File: src/rtl/lsu_pkg.sv
// Shared definitions for the load/store unit: RV32I funct3 codes and FSM state encoding.
package lsu_pkg;

   localparam logic [2:0] F3_B  = 3'b000;
   localparam logic [2:0] F3_H  = 3'b001;
   localparam logic [2:0] F3_W  = 3'b010;
   localparam logic [2:0] F3_BU = 3'b100;
   localparam logic [2:0] F3_HU = 3'b101;

   typedef enum logic [2:0] {
      IDLE  = 3'd0,
      WRITE = 3'd1,
      READ  = 3'd2,
      LDONE = 3'd3,
      MERGE = 3'd4,
      ERR   = 3'd5
   } state_t;

endpackage

File: src/rtl/lsu_align.sv
// Byte-lane steering: extends load data from a memory word and merges sub-word
// store data into a read word (the memory has no byte enables).
module lsu_align
   import lsu_pkg::*;
(
   input  logic [2:0]  funct3,
   input  logic [1:0]  offset,
   input  logic [31:0] word,
   input  logic [31:0] store_data,
   output logic [31:0] load_value,
   output logic [31:0] merged_word
);

   logic [31:0] shifted;
   logic [7:0]  sel_byte;
   logic [15:0] sel_half;

   always_comb begin
      shifted  = word >> {offset, 3'b000};
      sel_byte = shifted[7:0];
      sel_half = offset[1] ? word[31:16] : word[15:0];

      load_value = 32'd0;
      case (funct3)
         F3_B:    load_value = {{24{sel_byte[7]}}, sel_byte};
         F3_H:    load_value = {{16{sel_half[15]}}, sel_half};
         F3_W:    load_value = word;
         F3_BU:   load_value = {24'd0, sel_byte};
         F3_HU:   load_value = {16'd0, sel_half};
         default: load_value = 32'd0;
      endcase

      merged_word = word;
      case (funct3[1:0])
         2'b00: begin
            case (offset)
               2'd0:    merged_word[7:0]   = store_data[7:0];
               2'd1:    merged_word[15:8]  = store_data[7:0];
               2'd2:    merged_word[23:16] = store_data[7:0];
               default: merged_word[31:24] = store_data[7:0];
            endcase
         end
         2'b01: begin
            if (offset[1]) merged_word[31:16] = store_data[15:0];
            else           merged_word[15:0]  = store_data[15:0];
         end
         default: merged_word = store_data;
      endcase
   end

endmodule

File: src/rtl/lsu_mem_ctrl.sv
// MEM-stage load/store controller driving a word-wide synchronous-read data memory.
// Handshake: a request transfers on a rising edge where req_valid and req_ready are both 1.
module lsu_mem_ctrl
   import lsu_pkg::*;
#(
   parameter int ADDR_WIDTH = 14
) (
   input  logic                  clk,
   input  logic                  rst_n,
   input  logic                  req_valid,
   output logic                  req_ready,
   input  logic                  req_store,
   input  logic [2:0]            req_funct3,
   input  logic [31:0]           req_addr,
   input  logic [31:0]           req_wdata,
   output logic                  resp_valid,
   output logic                  resp_err,
   output logic [31:0]           resp_rdata,
   output logic [ADDR_WIDTH-1:0] mem_addr,
   output logic                  mem_we,
   output logic                  mem_re,
   output logic [31:0]           mem_wdata,
   input  logic [31:0]           mem_rdata
);

   state_t                state, state_next;
   logic [2:0]            funct3_q;
   logic [1:0]            offset_q;
   logic [ADDR_WIDTH-1:0] index_q;
   logic [31:0]           wdata_q;
   logic                  store_q;

   logic        misaligned, out_of_range, illegal, accept;
   logic [31:0] load_value, merged_word;

   assign accept = (state == IDLE) && req_valid;

   always_comb begin
      misaligned   = (((req_funct3 == F3_H) || (req_funct3 == F3_HU)) && req_addr[0])
                   || ((req_funct3 == F3_W) && (req_addr[1:0] != 2'b00));
      out_of_range = |req_addr[31:ADDR_WIDTH+2];
      if (req_store) illegal = req_funct3[2] || (req_funct3[1:0] == 2'b11);
      else           illegal = (req_funct3 == 3'b011) || (req_funct3[2:1] == 2'b11);
   end

   always_ff @(posedge clk or negedge rst_n) begin
      if (!rst_n) state <= IDLE;
      else        state <= state_next;
   end

   always_ff @(posedge clk or negedge rst_n) begin
      if (!rst_n) begin
         funct3_q <= 3'd0;
         offset_q <= 2'd0;
         index_q  <= '0;
         wdata_q  <= 32'd0;
         store_q  <= 1'b0;
      end else if (accept) begin
         funct3_q <= req_funct3;
         offset_q <= req_addr[1:0];
         index_q  <= req_addr[ADDR_WIDTH+1:2];
         wdata_q  <= req_wdata;
         store_q  <= req_store;
      end
   end

   always_comb begin
      state_next = state;
      case (state)
         IDLE: begin
            if (req_valid) begin
               if (illegal || misaligned || out_of_range) state_next = ERR;
               else if (req_store && (req_funct3 == F3_W)) state_next = WRITE;
               else                                        state_next = READ;
            end
         end
         READ:    state_next = store_q ? MERGE : LDONE;
         WRITE,
         LDONE,
         MERGE,
         ERR:     state_next = IDLE;
         default: state_next = IDLE;
      endcase
   end

   lsu_align u_align (
      .funct3      (funct3_q),
      .offset      (offset_q),
      .word        (mem_rdata),
      .store_data  (wdata_q),
      .load_value  (load_value),
      .merged_word (merged_word)
   );

   // Outputs decode straight from state so an asynchronous reset clears them at once.
   always_comb begin
      req_ready  = (state == IDLE);
      mem_addr   = index_q;
      mem_we     = (state == WRITE) || (state == MERGE);
      mem_re     = (state == READ);
      mem_wdata  = 32'd0;
      resp_valid = (state == WRITE) || (state == LDONE) || (state == MERGE) || (state == ERR);
      resp_err   = (state == ERR);
      resp_rdata = 32'd0;
      if (state == WRITE) mem_wdata = wdata_q;
      if (state == MERGE) mem_wdata = merged_word;
      if (state == LDONE) resp_rdata = load_value;
   end

endmodule

File: config.mk
export PLATFORM = sky130hd
export DESIGN_NAME = lsu_mem_ctrl
export DESIGN_NICKNAME = d
export VERILOG_FILES = /design/src/rtl/lsu_pkg.sv /design/src/rtl/lsu_align.sv /design/src/rtl/lsu_mem_ctrl.sv
export SDC_FILE = /design/constraint.sdc
export NUM_CORES = 1
export LEC_CHECK = 0
export BUFFER_PORTS_ARGS = -buffer_cell sky130_fd_sc_hd__buf_2
export CAP_MARGIN = 20
export CORE_MARGIN = 1
export CORE_UTILIZATION = 36
export DETAILED_ROUTE_END_ITERATION = 7
export GPL_TIMING_DRIVEN = 0
export SKIP_LAST_GASP = 1
export SYNTH_ARGS = -nofsm -noshare
export SYNTH_HDL_FRONTEND = slang
export SYNTH_HIERARCHICAL = 1
export SYNTH_SLANG_ARGS = --single-unit
File: constraint.sdc
create_clock -name clk -period 3 [get_ports clk]
set_input_delay 0.3 -clock clk [delete_from_list [all_inputs] [get_ports clk]]
set_output_delay 0.3 -clock clk [all_outputs]
set_load 0.05 [all_outputs]
### After elaboration in Yosys (flattened, before gate mapping)

Cells that the tools add are included.

* eq/ne operators: 19
* shifts and indexed selects: 1
* mux-type cells: 18
* reduce and logical (&&, ||, !) cells: 21

Operators with widths (count)
* $pmux W32 S5: 1
* $mux W32: 3
* $pmux W32 S2: 1
* $mux W16: 3
* $mux W8: 4
* $shr A32 B5 Y8: 1
* $reduce_or A16 Y1: 1
* $eq A3 B2 Y1 const B: 5
* $eq A3 B3 Y1 const B: 5
* $logic_or A1 B1 Y1: 10
* $eq A3 B1 Y1 const B: 3
* $mux W3: 3
* $eq A2 B2 Y1 const B: 3
* $logic_not A3 Y1: 2
* $pmux W3 S2: 1
* $eq A2 B1 Y1 const B: 2
* $logic_and A1 B1 Y1: 4
* $logic_not A2 Y1: 2
* $reduce_or A3 Y1: 1
* $mux W2: 1
* $ne A2 B2 Y1 const B: 1
* $reduce_bool A2 Y1: 1
* $mux W1: 1

* register bits after elaboration: 55
* input bits: 103
* output and inout port bits: 83
* word-level logic and storage cells: 65

### Logic depth before layout (Yosys ltp)

* depth after elaboration: 9
* depth in mapped cells: 7
* depth with buffers taken out: 4

### Modules after synthesis

The synthesis kept the hierarchy.

Modules (own cells, without submodules)
* lsu_mem_ctrl: times used 1, cells each 326, area an instance 2803.9 um2, sequential area each 1376.3 um2
* lsu_align: times used 1, cells each 225, area an instance 1666.6 um2, sequential area each 0.0 um2

### Least setup slack after synthesis

OpenSTA, ideal clock, no wires.

* kind: register -> output
* start: register offset_q[1]
* end: output port mem_wdata[31]
* arrival: 1821 ps
* data required time: 2700 ps
* path slack: 879 ps
* cell stages (with the launch flop): 8
* buffers on the path: 3
* cells stage by stage: dfrtp_1 buf_2 buf_2 buf_2 nand3_1 a21oi_1 o22a_1 a22o_1

* cells in the longest elaborated chain, start to end: 5
* elaborated cells on any way between the ends: 8
* classes of those cells: eq/ne (2); mux (4); reduce/logical (2)

RTL lines
* start: declaration: line lsu_mem_ctrl.sv:28 `logic [1:0] offset_q;`
* start signal: assignment: line lsu_mem_ctrl.sv:60 `offset_q <= req_addr[1:0];`
* $eq A2 B1 Y1 (tied with other cells): line lsu_align.sv:36 `case (offset)`
* $reduce_or A3 Y1 (no source line)
* $mux W8: line lsu_align.sv:36
* $pmux W32 S2 *: line lsu_align.sv:34 `case (funct3[1:0])`
* net merged_word[31]: line lsu_mem_ctrl.sv:34 `logic [31:0] load_value, merged_word;`
* $mux W32 *: line lsu_mem_ctrl.sv:106 `if (state == MERGE) mem_wdata = merged_word;`
* end: declaration: line lsu_mem_ctrl.sv:22 `output logic [31:0] mem_wdata,`

Mark *: on every way through the listed nets, which the timed path passes. The rest lies on a longest branch.

### Final worst setup path

* start: register offset_q[1]
* end: output port mem_wdata[26]

Same word-level chain as after synthesis.

==> results.md <==
- Final core occ: 48.0%
- Slew Limit Fails: 0
- Critical Path AT: 2.57 ns
- Final period util: 95.6%
- Syn nets: 654
- Total GRT Usage: 24.7%
- Clock buffer depth: 2
- Die area: 12,900 um2
- Startpoint types: register
- Netlist cell types: 44
- Top cell type's share of synthesized area: 30.8%
- Gate Count Post-Synth: 551
- Worst VDD drop: 0.454 mV
- Clk_skew: 0.00598 ns
- Largest net degree at the start of global routing: 33
- Number of remaining DRC errors: 0
- Antenna cell count: 0
- Total power: 3.61 mW
- Wire length of the first global-routing pass: 24,600 um
- Status: finished, final reports clean
- Inst Count DP: 905
- Flops & latches, synth: 55
- Drt wl/cell: 17.3 um
- DR iter-0 viols: 270
- Die X: 113 um
- Max-cap check violation count: 0
- LEAKAGE: 3.12 nW
- Worst slew margin: 57.0%
- Post-detailed-route count of antenna-violating nets: 0
- IO Count: 186
- Most common cell after layout, fill and taps aside: buf_2
- Slew @ Worst Pin: 0.644 ns
- WS Path Type: register to output pin
- Dpl ws: 0.489 ns
- Slowest stage cell, crit path: dfrtp_1
- Detailed-placement wirelength estimate: 12,800 um
- Initial Utilization: 37.1%
- CTS tree: yes
- Die Ht: 113 um
- H-Tree Depth: 2
- DRT Wirelength: 15,800 um
- Hold crit path type: input pin to register
- Nets: 848
- Final Hold Vio Count: 0
- Setup_tns: 0 ns
- Initial antenna violation count: 0
- Root Buffer: clkbuf_16
- Largest fanout on the critical path: 10
- RSZ-0062 raised after global routing: no
- Largest area contributor in the netlist: dfrtp_1
- Vias in the first global route: 4,595
- # setup viols final: 0
- CP max stage delay: 0.44 ns
- FP Rows: 40
- Syn_area_per_cell: 8.11 um2
- Vias: 4,845
- Min Clock Period, post-route: 2.87 ns
- Syn-to-layout area delta: 29.6%
- Ys flop type: dfrtp_1
- Fmax: 0.349 GHz
- Warnings, synthesis: 6
- Core ar.: 12,100 um2
- Cell Area, Synth: 4470 um2
- Clock Latency Late Sink: 0.30 ns
- Final non-filler cell total: 914
- First-pass DRT Iterations: 5
- Critical path capture point type: output pin
- Grt ovf: 0
- CTS sink count: 55
- GP Congestion: 0.922
- I/O Buffers: 185
- Clock slew at reported path FFs: 0.07 ns
- CP required: 2.70 ns
- Commonest non-fill, non-tap cells in the layout: buf_2 (197), nand2_1 (180), dfrtp_1 (55)
- Top cells by area, synth: dfrtp_1 (31%), nand2_1 (15%), mux2i_1 (8.1%)
- Post-synthesis sequential area ratio: 30.8%
- Layout cell share with drive strength beyond 1: 33.6%
- Number of synthesized flops with an enable pin: 0
- DR vias/cell: 5.30
- Post-route setup slack: 0.132 ns
- Top cell by count, worst path: buf_2
- PwrDens: 622 nW/um2
- Number of CTS-inserted buffers: 5
- CP Cell Sequence: buf_2, buf_2, buf_2, mux2i_1, o221ai_1, a22o_1, buf_2
- Post-synthesis async set-or-reset flop share: 100%
[cells by family after synthesis]
logic type	synth area share, %
DFF	30.8
buffers and inverters	7.14
muxes	12.8
and+or+nand+nor	27.4
AOI/OAI and AO/OA	21.9
[state kept, by name, summed over array words and instances (netlist names)]
signal / cells
offset_q: 2
funct3_q: 3
mem_addr: 14
wdata_q: 32
store_q: 1
state: 3
[through the flow]
| stage | instance area (um2) | hold WS [ns] |
|---|---|---|
| 5_1_grt | 5790 | 0.180 |
| 3_5_place_dp | 5630 | 0.324 |
| 2_1_floorplan | 4470 | 0.00441 |
| 4_1_cts | 5780 | 0.180 |
| 3_3_place_gp | 5610 | 0.456 |
| 6_report | 5790 | 0.184 |
[path summary, 6_finish.rpt]
kind | cells after the start | slack [ns] | startpoint | to
min in group asynchronous | 2 | 0.53 | rst_n | mem_addr[8]$_DFFE_PN0P_
max in group asynchronous | 3 | 1.89 | rst_n | wdata_q[20]$_DFFE_PN0P_
max | 7 | 0.13 | offset_q[1]$_DFFE_PN0P_ | mem_wdata[26]
min | 3 | 0.18 | req_addr[14] | mem_addr[12]$_DFFE_PN0P_
min reg2reg | 2 | 0.48 | mem_addr[5]$_DFFE_PN0P_ | mem_addr[5]$_DFFE_PN0P_
max reg2reg | 5 | 1.51 | state[0]$_DFFE_PN0P_ | wdata_q[1]$_DFFE_PN0P_
[worst max-delay path, delay by kind of cell (launching register included)]
family,cells,cell delay [ns]
buffers and inverters,4,1.14
flip-flops,1,0.44
AO/OA/AOI/OAI,2,0.39
multiplexers,1,0.29
[metal layers]
| layer | track usage [%] | up-vias | wire [um] |
|---|---|---|---|
| li1 | - | 2343 | - |
| met1 | 33.6 | 2265 | 7190 |
| met2 | 40.2 | 202 | 7190 |
| met3 | 3.19 | 35 | 909 |
| met4 | 9.65 | 0 | 526 |
| met5 | 0 | - | 0 |
[repair_timing]
| action | CTS | global route |
|---|---|---|
| hold endpoints to repair | 2 | 0 |
| setup buffers | 0 | 0 |
| hold buffers | 1 | 0 |
| setup endpoints to repair | 0 | 8 |
| resized for setup | 0 | 3 |
[where the power goes]
part | switching (mW) | total [mW] | internal [mW]
combinational | 1.24 | 1.94 | 0.699
sequential | 0.195 | 1.09 | 0.891
clock | 0.267 | 0.580 | 0.313
total | 1.70 | 3.61 | 1.90
[layout make-up]
type	instances	area, um2
Buffer	47	279
Clock buffer	5	125
Clock inverter	3	22.5
Fill cell	1272	6270
Inverter	11	41.3
Multi-Input combinational cell	438	2780
Sequential cell	55	1380
Tap cell	168	210
Timing Repair Buffer	187	956
[cell usage after synthesis, types with 8 or more instances]
cell type  number
a22o_1         33
nor2_1          9
clkbuf_1       15
nand2_1       180
dfrtp_1        55
o22ai_1         8
a221o_1        11
buf_2          12
o221ai_1       14
and2_1         44
a22oi_1        16
mux2_2         17
buf_6           8
a211oi_1       16
mux2i_1        36
inv_1          11
Power figures use the tool's default switching activity.
